$ cat config.mk
export PLATFORM = sky130hd
export DESIGN_NAME = memory_stage
export DESIGN_NICKNAME = d
export VERILOG_FILES = /design/src/rtl/memory_stage.sv
export SDC_FILE = /design/constraint.sdc
export NUM_CORES = 1
export LEC_CHECK = 0
export ABC_AREA = 1
export CELL_PAD_IN_SITES_DETAIL_PLACEMENT = 1
export CELL_PAD_IN_SITES_GLOBAL_PLACEMENT = 2
export CORE_MARGIN = 2
export CORE_UTILIZATION = 24
export CTS_CLUSTER_SIZE = 12
export DETAILED_ROUTE_END_ITERATION = 7
export GPL_ROUTABILITY_DRIVEN = 1
export PLACE_DENSITY_LB_ADDON = 0.1
export SLEW_MARGIN = 10
export SYNTH_ARGS = -nofsm -noshare
export SYNTH_HDL_FRONTEND = slang
export SYNTH_SLANG_ARGS = --single-unit
$ cat constraint.sdc
create_clock -name clk -period 4.4 [get_ports clk]
set_clock_uncertainty 0.1 [all_clocks]
set_input_delay 0.88 -clock clk [delete_from_list [all_inputs] [get_ports clk]]
set_output_delay 0.88 -clock clk [all_outputs]
set_load 0.05 [all_outputs]
$ cat src/rtl/memory_stage.sv
// -----------------------------------------------------------------------------
// memory_stage
//   Pipeline memory-access stage between execute and writeback. Captures one
//   instruction per cycle from execute, and for aligned loads/stores holds the
//   pipeline (stall_out) while a single data-memory request is outstanding.
//   Misaligned accesses and accesses that see no mem_ack within TIMEOUT_CYCLES
//   complete with fault_out set and register write suppressed.
//
// Ports
//   clk, reset            clock, asynchronous active-low reset
//   valid_in, bundle_in   instruction valid and control from execute:
//                         [6] mem_read [5] mem_write [4:3] size
//                         [2] load_unsigned [1] reg_write [0] mem_to_reg
//   pc_seq_in, alu_in,    sequential PC, ALU result / address, store data
//   store_in
//   stall_out             execute must hold its outputs while high
//   mem_req, mem_we,      data-memory request (word address, byte enables,
//   mem_addr, mem_be,     lane-replicated write data)
//   mem_wdata
//   mem_ack, mem_rdata    memory completion and read data
//   valid_out, bundle_out writeback-facing results; bundle_out is
//   pc_seq_out, alu_out,  {reg_write, mem_to_reg}
//   mem_data_out,
//   fault_out
// -----------------------------------------------------------------------------
module memory_stage #(
   parameter int TIMEOUT_CYCLES = 255
) (
   input  logic        clk,
   input  logic        reset,
   input  logic        valid_in,
   input  logic [6:0]  bundle_in,
   input  logic [31:0] pc_seq_in,
   input  logic [31:0] alu_in,
   input  logic [31:0] store_in,
   output logic        stall_out,
   output logic        mem_req,
   output logic        mem_we,
   output logic [31:0] mem_addr,
   output logic [31:0] mem_wdata,
   output logic [3:0]  mem_be,
   input  logic        mem_ack,
   input  logic [31:0] mem_rdata,
   output logic        valid_out,
   output logic [1:0]  bundle_out,
   output logic [31:0] pc_seq_out,
   output logic [31:0] alu_out,
   output logic [31:0] mem_data_out,
   output logic        fault_out
);

   localparam int               CNT_W    = (TIMEOUT_CYCLES > 1) ? $clog2(TIMEOUT_CYCLES) : 1;
   localparam logic [CNT_W-1:0] CNT_LAST = CNT_W'(TIMEOUT_CYCLES - 1);

   typedef enum logic [1:0] {
      IDLE   = 2'b00,
      ACCESS = 2'b01,
      DONE   = 2'b10
   } state_t;

   state_t            state;
   logic              stage_valid;
   logic [6:0]        stage_bundle;
   logic [31:0]       stage_pc;
   logic [31:0]       stage_alu;
   logic [31:0]       stage_store;
   logic [31:0]       load_reg;
   logic [CNT_W-1:0]  wait_cnt;
   logic              fault;

   // ---------------------------------------------------------------------------
   // Decode of the incoming instruction (used only on capture edges)
   // ---------------------------------------------------------------------------
   logic in_mem_op;
   logic in_aligned;

   assign in_mem_op  = bundle_in[6] | bundle_in[5];
   assign in_aligned = (bundle_in[4:3] == 2'b00) ||
                       ((bundle_in[4:3] == 2'b01) && !alu_in[0]) ||
                       (bundle_in[4] && (alu_in[1:0] == 2'b00));

   // ---------------------------------------------------------------------------
   // Decode of the held instruction
   // ---------------------------------------------------------------------------
   logic       st_write;
   logic [1:0] st_size;
   logic       st_unsigned;
   logic [1:0] lane;
   logic [7:0]  ld_byte;
   logic [15:0] ld_half;
   logic [31:0] load_value;

   // mem_read is not needed here: a read+write access behaves as a write.
   assign st_write    = stage_bundle[5];
   assign st_size     = stage_bundle[4:3];
   assign st_unsigned = stage_bundle[2];
   assign lane        = stage_alu[1:0];

   assign ld_byte = mem_rdata[{lane, 3'b000} +: 8];
   assign ld_half = mem_rdata[{lane[1], 4'b0000} +: 16];

   // NOTE: every signal assigned in an always_comb gets a default first, so no
   // path through the case leaves it unassigned and infers a latch.
   always_comb begin
      load_value = mem_rdata;
      case (st_size)
         2'b00:   load_value = st_unsigned ? {24'b0, ld_byte} : {{24{ld_byte[7]}}, ld_byte};
         2'b01:   load_value = st_unsigned ? {16'b0, ld_half} : {{16{ld_half[15]}}, ld_half};
         default: load_value = mem_rdata;
      endcase
   end

   // ---------------------------------------------------------------------------
   // Memory request outputs: quiet (all zero) whenever no request is active
   // ---------------------------------------------------------------------------
   assign stall_out = (state == ACCESS);
   assign mem_req   = stall_out;
   assign mem_we    = mem_req & st_write;
   assign mem_addr  = mem_req ? {stage_alu[31:2], 2'b00} : 32'b0;

   always_comb begin
      mem_be    = 4'b0000;
      mem_wdata = 32'b0;
      if (mem_req) begin
         case (st_size)
            2'b00: begin
               mem_be    = 4'b0001 << lane;
               mem_wdata = {4{stage_store[7:0]}};
            end
            2'b01: begin
               mem_be    = lane[1] ? 4'b1100 : 4'b0011;
               mem_wdata = {2{stage_store[15:0]}};
            end
            default: begin
               mem_be    = 4'b1111;
               mem_wdata = stage_store;
            end
         endcase
      end
   end

   // ---------------------------------------------------------------------------
   // Writeback-facing outputs
   // ---------------------------------------------------------------------------
   assign valid_out    = stage_valid & (state != ACCESS);
   assign fault_out    = valid_out & fault;
   assign bundle_out   = {stage_bundle[1] & ~fault, stage_bundle[0]};
   assign pc_seq_out   = stage_pc;
   assign alu_out      = stage_alu;
   assign mem_data_out = load_reg;

   // ---------------------------------------------------------------------------
   // Stage registers and access FSM. Any non-ACCESS state is a capture edge,
   // so DONE hands over to the next instruction without a bubble.
   // ---------------------------------------------------------------------------
   // NOTE: sequential state uses non-blocking assignments so every register
   // samples pre-edge values regardless of statement order.
   always_ff @(posedge clk or negedge reset) begin
      if (!reset) begin
         state        <= IDLE;
         stage_valid  <= 1'b0;
         stage_bundle <= '0;
         stage_pc     <= '0;
         stage_alu    <= '0;
         stage_store  <= '0;
         load_reg     <= '0;
         wait_cnt     <= '0;
         fault        <= 1'b0;
      end else begin
         case (state)
            ACCESS: begin
               if (mem_ack) begin
                  load_reg <= st_write ? 32'b0 : load_value;
                  state    <= DONE;
               end else if (wait_cnt == CNT_LAST) begin
                  load_reg <= '0;
                  fault    <= 1'b1;
                  state    <= DONE;
               end else begin
                  wait_cnt <= wait_cnt + CNT_W'(1);
               end
            end
            default: begin
               stage_valid  <= valid_in;
               stage_bundle <= bundle_in;
               stage_pc     <= pc_seq_in;
               stage_alu    <= alu_in;
               stage_store  <= store_in;
               load_reg     <= '0;
               wait_cnt     <= '0;
               if (valid_in && in_mem_op && in_aligned) begin
                  state <= ACCESS;
                  fault <= 1'b0;
               end else begin
                  // A misaligned access faults here and never reaches memory.
                  state <= IDLE;
                  fault <= valid_in & in_mem_op & ~in_aligned;
               end
            end
         endcase
      end
   end

endmodule

# Word level (Yosys, flattened, before mapping)
# Index checks and enable logic that the tools add are counted.
# classes
addsub,1
n_mul,0
n_div,0
magnitude_cmp,0
n_eq_ne,9
shift,3
n_mux,24
n_bitwise,9
n_reduce_logical,12
# ops
cell,count
two-way mux 32 bit,8
one-hot mux 32 bit (2 select lines),2
indexed part select 32 x 6 -> 16 bit,1
indexed part select 32 x 6 -> 8 bit,1
two-way mux 8 bit,3
adder 8 x 1 -> 8 bit (second input constant),1
== test 8 bit (second input constant),1
two-way mux 4 bit,2
one-hot mux 4 bit (2 select lines),1
AND 1 bit,6
== test 2 x 1 -> 1 bit (second input constant),3
logical NOT 2 bit,3
two-way mux 2 bit,3
two-way mux 1 bit,5
logical AND 1 bit,4
inequality test 2 x 1 -> 1 bit (second input constant),2
inequality test 2 bit (second input constant),2
AND reduction 2 bit,2
left shift 1 x 2 -> 4 bit (first input constant),1
inequality test 3 x 1 -> 1 bit (second input constant),1
logical OR 1 bit,2
NOT 1 bit,2
logical NOT 1 bit,1
bitwise OR 1 bit,1
# word_totals
ff_bits,146
latchBits,0
ram_bits,0
rom_bits,0
in_bits,139
output_inout_bits,171
wordCells,67
memories,0

# Depth between registers and ports, before layout
# depth
word_depth,8
ltp_mapped,12
mapped_depth_nobuf,10

# Worst setup path after synthesis
# No wires, ideal clock.
# synth_timing
kind,register to output
from,register stage_alu[0] (netlist: alu_out[0])
to,output mem_be[1]
arrival_ns,2.266
t_required_ns,3.420
slack_ns,1.154
stages_incl_launch_ff,5
n_path_buf,2
cell_sequence,dfrtp_1 -> buf_6 -> buf_2 -> nor2_1 -> o31ai_1
# synth_via
elab_chain_len,3
# synth_lines
element,line_no,rtl
"start, declared",65,logic [31:0] stage_alu;
"start signal, assigned",187,stage_alu <= alu_in;
left shift 1 x 2 -> 4 bit,127,mem_be = 4'b0001 << lane;
one-hot mux 4 bit (2 select lines),125,case (st_size)
two-way mux 4 bit,124,if (mem_req) begin
"end, declared",41,"output logic [3:0] mem_be,"
# Every way passes these cells.

# Final worst setup path
# layout_timing
from,register state[1]
to,output mem_be[2]
# layout_via
elab_chain_len,2
# layout_lines
element,line_no,rtl
"start, declared",61,state_t state;
"start signal, assigned",160,state <= IDLE;
"start signal, assigned",174,state <= DONE;
"start signal, assigned",178,state <= DONE;
== test 2 x 1 -> 1 bit,116,assign stall_out = (state == ACCESS);
two-way mux 4 bit,124,
# Every way passes these cells.

==> impl_metrics.json <==
{
  "ctsResizeCount": 0,
  "setup.worst_path.class": "reg -> out",
  "p_switching_mw": 2.093,
  "max_cap_viol_count": 0,
  "syn_inst": 923,
  "finalSetupViolCount": 0,
  "crit_chain": "inv_1, nand2_8, inv_2, nand2_1, a22oi_1, buf_12",
  "cts_tree": "yes",
  "cp-start-kind": "register",
  "status": "finished, final reports clean",
  "endpoint_kind": "primary output",
  "vias": 6911,
  "cp.required_ps": 3420,
  "holdBufCountCts": 0,
  "hold_violations": 0,
  "seq_area_frac_synth_pct": 51.70,
  "fin_area_um2": 11020,
  "p_leak_nw": 5.415,
  "grt_usage_pct": 18.21,
  "overflow": 0,
  "syn_avg_cell_area_um2": 7.656,
  "layout_common_cells": "nand2_1 (379), clkdlybuf4s50_1 (278), dfrtp_1 (146)",
  "relSlewSlack_pct": 38.64,
  "wl_per_cell_um": 17.31,
  "place_inst": 1573,
  "fp-row-count": 62,
  "chipHeight_um": 175.6,
  "layout_commonest_cell": "nand2_1",
  "grt_pass1_vias": 7454,
  "die_x_um": 175.6,
  "wirelength_um": 27820,
  "max_stage_delay_ps": 540,
  "ys_warn_count": 0,
  "ir_worst_vdd_uv": 225.6,
  "whs_ps": 370.0,
  "drt_first_pass_iters": 4,
  "fp.dieArea_um2": 30830,
  "synth-seq-cells": 146,
  "powerDensity_nw_per_um2": 455.5,
  "layout.nets": 1349,
  "cts.path.max_buffers": 2,
  "worstPathArrival_ps": 2690,
  "post-cts-setup-buffers": 0,
  "synth.distinct_cells": 35,
  "drt_iter0_markers": 320,
  "clk_pin_slew_ps": 70,
  "crit_path_max_fanout": 33,
  "clkSinkCount": 146,
  "clock_latency_ps": 420,
  "power_mw": 5.020,
  "r2r_setup_slack_ps": 1850,
  "route.detailed.drc": 0,
  "finalCritPeriodShare_pct": 83.30,
  "grt_max_degree": 182,
  "start_util_pct": 24.49,
  "fin_tns_setup_ps": 0,
  "p_int_mw": 2.928,
  "switching_share_pct": 41.68,
  "fmax_ghz": 0.2728,
  "crit_buf_inv": 3,
  "rsz0062_at_grt": "false",
  "cp_slowest_cell": "nand2_1",
  "coreArea_um2": 28860,
  "fillers": 3465,
  "antenna_found_initial": 6,
  "gp_congestion": 0.7834,
  "dpl_cell_area_um2": 10440,
  "port_buffers": 307,
  "cpLargestDelayFamily": "buffers and inverters",
  "final_cells": 1607,
  "hpwl_um": 20330,
  "slew_viol_final": 0,
  "pwr-share-comb_pct": 38.6,
  "syn_to_final_growth_pct": 55.97,
  "fin_crit_ps": 3665,
  "worstMarginPinSlew_ps": 920.4,
  "drive_above_1_share_pct": 7.617,
  "postRouteAntennaNets": 0,
  "cts_buffers": 17,
  "htreeDepth": 4,
  "via_per_inst": 4.301,
  "syn_area_um2": 7067,
  "grt_pass1_wl_um": 43000,
  "hold_class": "reg -> reg",
  "clockPowerShare_pct": 29.2,
  "clockRootBuffer": "clkbuf_16",
  "design.portCount": 310,
  "seqPwrFrac_pct": 32.2
}
==> sequential cells by signal (all words and copies together), names as in the netlist <==
signal and cells:
alu_out 32, fault 1, mem_data_out 32, pc_seq_out 32, stage_bundle 6, stage_store 32
stage_valid 1, state 2, wait_cnt 8
==> worst paths after layout <==
kind                       depth (start not counted)     startpoint               to
max                                                6       state[1]        mem_be[2]
min                                                2  pc_seq_out[9]    pc_seq_out[9]
max reg2reg                                        7       state[1]  mem_data_out[5]
min reg2reg                                        2  pc_seq_out[9]    pc_seq_out[9]
max in group asynchronous                          2          reset   stage_store[0]
min in group asynchronous                          1          reset  mem_data_out[9]
==> cell type report <==
| class | instances | area (µm²) | area share (%) |
|---|---|---|---|
| repair buffers | 317 | 3142 | 28.50 |
| inverters | 103 | 391.6 | 3.553 |
| flip-flops and latches | 146 | 3654 | 33.15 |
| multi-input cells | 623 | 2768 | 25.11 |
| clock buffers | 18 | 439.2 | 3.985 |
| well taps | 384 | 480.5 | 4.359 |
| clock inverters | 14 | 142.6 | 1.294 |
| diodes | 2 | 5.005 | 0.04541 |
==> tightest hold or removal path: stages (launching register included) <==
cell and delay, ps:
dfrtp_1 340, nand2_1 50, nand2_1 50
==> routing by layer <==
layer | vias up | wire length, µm | share of wire (%) | global-route usage [%]
met4 | 8 | 350 | 1.3 | 4.029
met1 | 3267 | 11910 | 43 | 21.97
met2 | 188 | 13580 | 49 | 31.56
li1 | 3422 | - | - | -
met5 | - | 51 | 0.18 | 0
met3 | 26 | 1929 | 6.9 | 5.974
==> synthesized netlist by cell type, drive strengths merged <==
cell type,count,area share (%)
nand2,385,21
o21ai,83,5.9
ha,2,0.35
nor3,2,0.21
xor2,2,0.25
inv,102,5.5
a21oi,12,0.85
o22ai,8,0.71
o211ai,7,0.74
and3,1,0.089
dfrtp,146,52
a22oi,9,0.96
or2,1,0.089
clkinv,1,0.053
nand3,22,2.1
a211oi,15,1.6
nor2,68,3.8
buf,34,2.9
o31ai,2,0.21
conb,1,0.053
clkbuf,18,0.96
nand4,2,0.18
==> kinds of logic after synthesis <==
kind of cell / after synthesis / share of synthesized area (%)
DFF: 146 / 51.70
other: 1 / 0.05307
xor gates and xnor gates: 2 / 0.2479
and+or+nand+nor: 481 / 27.32
adders and majority gates: 2 / 0.3541
AOI/OAI and AO/OA: 136 / 10.94
buffers and inverters: 155 / 9.384
==> power by group through the flow <==
stage	Sequential [mW]	Clock, mW	Combinational, mW
after CTS	1.62	1.53	1.97
after floorplan	2.00	0	0.841
after global placement	1.64	0	1.96
after detailed placement	1.64	0	1.97
after global routing	1.64	1.57	2.07
final	1.62	1.47	1.94
==> through the flow <==
| step | utilization, % | setup slack (ps) |
|---|---|---|
| finish | 38.19 | 734.6 |
| global route | 38.19 | 527.0 |
| CTS | 38.18 | 603.1 |
| detailed placement | 36.16 | 1066 |
| global placement | 36.16 | 1120 |
| floorplan | - | 1154 |
No activity file was read; power rests on OpenSTA's default activity.
